===== config.mk =====
export PLATFORM = sky130hd
export DESIGN_NAME = mem_access_unit
export DESIGN_NICKNAME = d
export VERILOG_FILES = /design/src/rtl/mem_access_unit.sv
export SDC_FILE = /design/constraint.sdc
export NUM_CORES = 1
export LEC_CHECK = 0
export BUFFER_PORTS_ARGS = -buffer_cell sky130_fd_sc_hd__buf_2
export CAP_MARGIN = 20
export CORE_UTILIZATION = 35
export CTS_BUF_LIST = sky130_fd_sc_hd__clkbuf_8 sky130_fd_sc_hd__clkbuf_16
export DETAILED_ROUTE_END_ITERATION = 10
export PLACE_DENSITY = 0.74
export SLEW_MARGIN = 15
export SYNTH_ARGS = -nofsm -noshare
export SYNTH_HDL_FRONTEND = slang
export SYNTH_SLANG_ARGS = --single-unit

===== constraint.sdc =====
create_clock -name clk -period 1.6 [get_ports clk]
set_input_delay 0.16 -clock clk [delete_from_list [all_inputs] [get_ports clk]]
set_output_delay 0.16 -clock clk [all_outputs]
set_load 0.01 [all_outputs]

===== src/rtl/mem_access_unit.sv =====
// Load/store initiator for the byte-addressed 16-bit data memory.
// Optional MEMU_ALIGN_TRAP_EN: fault misaligned words instead of splitting them.
module mem_access_unit #(
  parameter int AW = 16,
  parameter int DW = 16
) (
  input  logic          clk,
  input  logic          reset,
  input  logic          req_valid,
  output logic          req_ready,
  input  logic          req_store,
  input  logic          req_byte,
  input  logic          req_signed,
  input  logic [AW-1:0] req_addr,
  input  logic [DW-1:0] req_wdata,
  output logic          resp_valid,
  input  logic          resp_ready,
  output logic [DW-1:0] resp_data,
  output logic          resp_fault,
  output logic          mem_w,
  output logic          mem_r,
  output logic          mem_sb,
  output logic [AW-1:0] mem_wa,
  output logic [DW-1:0] mem_wd,
  input  logic [DW-1:0] mem_rd
);

  typedef enum logic [1:0] {
    IDLE,
    ACC0,
    ACC1,
    RESP
  } state_t;

  state_t        state_q, state_d;
  logic          store_q, store_d;
  logic          byte_q, byte_d;
  logic          signed_q, signed_d;
  logic [AW-1:0] addr_q, addr_d;
  logic [DW-1:0] wdata_q, wdata_d;
  logic [DW-1:0] rdata_q, rdata_d;
`ifdef MEMU_ALIGN_TRAP_EN
  logic          fault_q, fault_d;
`endif

  logic          mis;
  logic [7:0]    lo;

  assign mis = ~byte_q & addr_q[0];
  assign lo  = mem_rd[7:0];

  always_ff @(posedge clk) begin
    if (!reset) begin
      state_q  <= IDLE;
      store_q  <= 1'b0;
      byte_q   <= 1'b0;
      signed_q <= 1'b0;
      addr_q   <= '0;
      wdata_q  <= '0;
      rdata_q  <= '0;
`ifdef MEMU_ALIGN_TRAP_EN
      fault_q  <= 1'b0;
`endif
    end else begin
      state_q  <= state_d;
      store_q  <= store_d;
      byte_q   <= byte_d;
      signed_q <= signed_d;
      addr_q   <= addr_d;
      wdata_q  <= wdata_d;
      rdata_q  <= rdata_d;
`ifdef MEMU_ALIGN_TRAP_EN
      fault_q  <= fault_d;
`endif
    end
  end

  always_comb begin
    state_d    = state_q;
    store_d    = store_q;
    byte_d     = byte_q;
    signed_d   = signed_q;
    addr_d     = addr_q;
    wdata_d    = wdata_q;
    rdata_d    = rdata_q;
`ifdef MEMU_ALIGN_TRAP_EN
    fault_d    = fault_q;
`endif
    req_ready  = 1'b0;
    resp_valid = 1'b0;
    mem_w      = 1'b0;
    mem_r      = 1'b0;
    mem_sb     = 1'b0;
    mem_wa     = '0;
    mem_wd     = '0;
    unique case (state_q)
      IDLE: begin
        req_ready = 1'b1;
        if (req_valid) begin
          store_d  = req_store;
          byte_d   = req_byte;
          signed_d = req_signed;
          addr_d   = req_addr;
          wdata_d  = req_wdata;
          rdata_d  = '0;
`ifdef MEMU_ALIGN_TRAP_EN
          fault_d  = 1'b0;
`endif
          state_d  = ACC0;
        end
      end
      ACC0: begin
`ifdef MEMU_ALIGN_TRAP_EN
        if (mis) begin
          fault_d = 1'b1;
          rdata_d = '0;
          state_d = RESP;
        end else
`endif
        begin
          mem_sb = byte_q | mis;
          mem_wa = addr_q;
          mem_w  = store_q;
          mem_r  = ~store_q;
          mem_wd = (byte_q | mis) ? {8'h00, wdata_q[7:0]} : wdata_q;
          if (!store_q) begin
            if (byte_q && signed_q)
              rdata_d = {{(DW-8){lo[7]}}, lo};
            else if (byte_q || mis)
              rdata_d = {{(DW-8){1'b0}}, lo};
            else
              rdata_d = mem_rd;
          end
          state_d = mis ? ACC1 : RESP;
        end
      end
      ACC1: begin
        mem_sb = 1'b1;
        mem_wa = addr_q + AW'(1);
        mem_w  = store_q;
        mem_r  = ~store_q;
        mem_wd = {8'h00, wdata_q[15:8]};
        if (!store_q)
          rdata_d = {lo, rdata_q[7:0]};
        state_d = RESP;
      end
      RESP: begin
        resp_valid = 1'b1;
        if (resp_ready)
          state_d = IDLE;
      end
      default: state_d = IDLE;
    endcase
    // a reset landing on this edge must cancel the pending write
    mem_w  = mem_w & reset;
    mem_r  = mem_r & reset;
    mem_sb = mem_sb & reset;
  end

  assign resp_data = rdata_q;
`ifdef MEMU_ALIGN_TRAP_EN
  assign resp_fault = fault_q;
`else
  assign resp_fault = 1'b0;
`endif

endmodule


==> impl_metrics.toml <==
[placed_design]
place_ws_ns = -0.0158
gp_congestion = 0.849
place_inst = 593
io_buffers = 107
dp_hpwl_mm = 6.37

[worst_setup_path]
cp.arrival_ns = 1.76
worstPathMaxFanout = 20
startpoint_type = "flip-flop"
critPathRequiredTime_ns = 1.44
worstSetupEndpointType = "primary output"
worstSetupPathType = "flip-flop to primary output"

[logic_synthesis]
synth_commonest_cells = "nand2_1 (90), dfxtp_1 (53), a21oi_1 (42)"
synth_top_cell_by_area = "dfxtp_1"
yosysSeqAreaShare_pct = 37.0
synth-seq-cells = 53
synth_edf_count = 0
synthCells = 367
ys.flop_type = "dfxtp_1"
synth.most_common_cell = "nand2_1"
synth_nets = 428
async_flop_share_pct = 0
synthDistinctLibCells = 42
avgSynthCellArea_um2 = 7.81
ys_warn_count = 0
ys_top_cells_by_area = "dfxtp_1 (37%), nand2_1 (12%), a21oi_1 (7.3%)"
synth_top_area_share_pct = 37.0
synth.cell_area_um2 = 2870

[floorplan]
dieArea_um2 = 8550
pin_count = 109
row_count = 32
die_x_um = 92.5
start_util_pct = 36.7
die_y_um = 92.5
coreArea_um2 = 7810

[cts]
cts_tree = "done"
clock-sinks = 53
htreeDepth = 2
clock_latency_ns = 0.31
clockBufferDepth = 2
cts_buffers = 5
cts_root_buffer = "clkbuf_8"
clk_pin_slew_worst_paths_ns = 0.10

[sta]
hold_violations = 0
setup_violations = 40
timing.hold.ws_ns = 0.0823
fin_setup_tns_ns = -9.39
drv_slew = 0
fin_skew_ns = 0.00775
setup_slack_ns = -0.323
rsz0062_at_grt = "true"
fin_crit_ns = 1.92
min_period_over_period_pct = 120
fmax_mhz = 520

[global_route]
grt_pass1_vias = 3023
grt_pass1_wl_mm = 14.0
grt_use_total_pct = 20.5
met2_usage_pct = 33.1
overflow = 0
met1_usage_pct = 26.1
gr-usage-met3_pct = 4.27
busiest_layer = "met2"
grt_max_degree = 26
antenna_found_initial = 0

[detailed_routing]
first_pass_iters = 5
viasPerCell = 5.26
ant_nets = 0
route.detailed.drc = 0
routedWlPerCell_um = 14.6
vias = 3188
first_iter_violations = 188
wl_mm = 8.86

[final_layout]
finalNonFillerCells = 606
drive_above_1_share_pct = 43.5
nets = 565
nFillCells = 754
n_antenna_cell = 0
flow.area_growth_from_synthesis_pct = 41.9

[power_and_ir_drop]
max-vdd-ir-drop_uv = 551
power_per_cell_area_nw_per_um2 = 1410
cellLeakagePower_uw = 0.00184

[run_status]
status = "complete, but fails checks"
violations = "negative setup slack"

[min_path]
hold_path.class = "input pin to flip-flop"

[job]
drv_cap = 0
## metal layers
layer  routed length [µm]  up-vias
met5                    0        -
met4                  257        0
met3                  502       21
met2                 4170      120
met1                 3930     1496
li1                     -     1551
## state kept, by name (all words and copies together), names as in the netlist
signal / flops
addr_q: 16
byte_q: 1
resp_data: 16
signed_q: 1
state_q: 2
store_q: 1
wdata_q: 16
## what timing repair did
action | CTS | global route
buffers inserted | 0 | 6
cloned | 0 | 0
pin swaps | 4 | 8
hold buffers | 0 | 0
gates resized for setup | 16 | 27
setup endpoints to repair | 46 | 52
## per-stage QoR
stage          power (µW)  instance area, µm²  util [%]
6_report             5730                4070      52.1
4_1_cts              5480                3940      50.4
3_3_place_gp         4570                3790      48.6
3_5_place_dp         4630                3790      48.6
5_1_grt              6120                4070      52.1
2_1_floorplan        3540                2910         -
## power by group
part	switching, µW	internal [µW]	total, µW	leakage (µW)
Clock	447	298	745	0.0000454
Sequential	197	1580	1770	0.000437
Combinational	1740	1470	3210	0.00136
Total	2390	3340	5730	0.00184
## path summary, 6_finish.rpt
check                  to  slack, ns         start  cells after the start
max reg2reg  resp_data[7]      -0.02    state_q[0]                      7
max             mem_wa[1]      -0.32    state_q[0]                      6
min            wdata_q[0]       0.08  req_wdata[0]                      3
min reg2reg      signed_q       0.46      signed_q                      2
## logic make-up (layout without fill, tap and decap cells)
logic type / after synthesis / after routing / synth area share [%]
other cells: 1 / 1 / 0.131
xor+xnor: 2 / 2 / 0.611
mux: 1 / 1 / 0.349
simple gates: 151 / 151 / 26.5
buf+inv: 33 / 170 / 5.33
flops: 53 / 53 / 37.0
fa+ha+maj: 6 / 6 / 2.62
compound gates: 120 / 120 / 27.4
## worst max-delay path, cell delays in order, from the launching register on
cell     delay (ns)
dfxtp_2        0.35
buf_4          0.15
ha_2           0.23
and2_4         0.19
buf_12         0.16
a22o_1         0.23
buf_2          0.14
## area by class of cell
cell class	count	area (µm²)	area share (%)
clock inverters	2	12.5	0.308
inverters	7	35.0	0.862
multi-input cells	281	1790	43.9
flip-flops and latches	53	1080	26.6
clock buffers	5	68.8	1.69
well taps	102	128	3.14
repair buffers	156	956	23.5
## placed cells by master (no fill, tap or decap), drive strengths merged, types with 5 or more instances in the layout
cell type and count:
buf 156, nand2b 10, a22o 17, inv 7, nand3 17, dfxtp 53
a21oi 44, a31oi 7, a21boi 13, ha 6, and3 13, o21ai 29
nor2 7, clkbuf 5, nand2 90
Note: power is estimated with default switching activity, not from simulation.
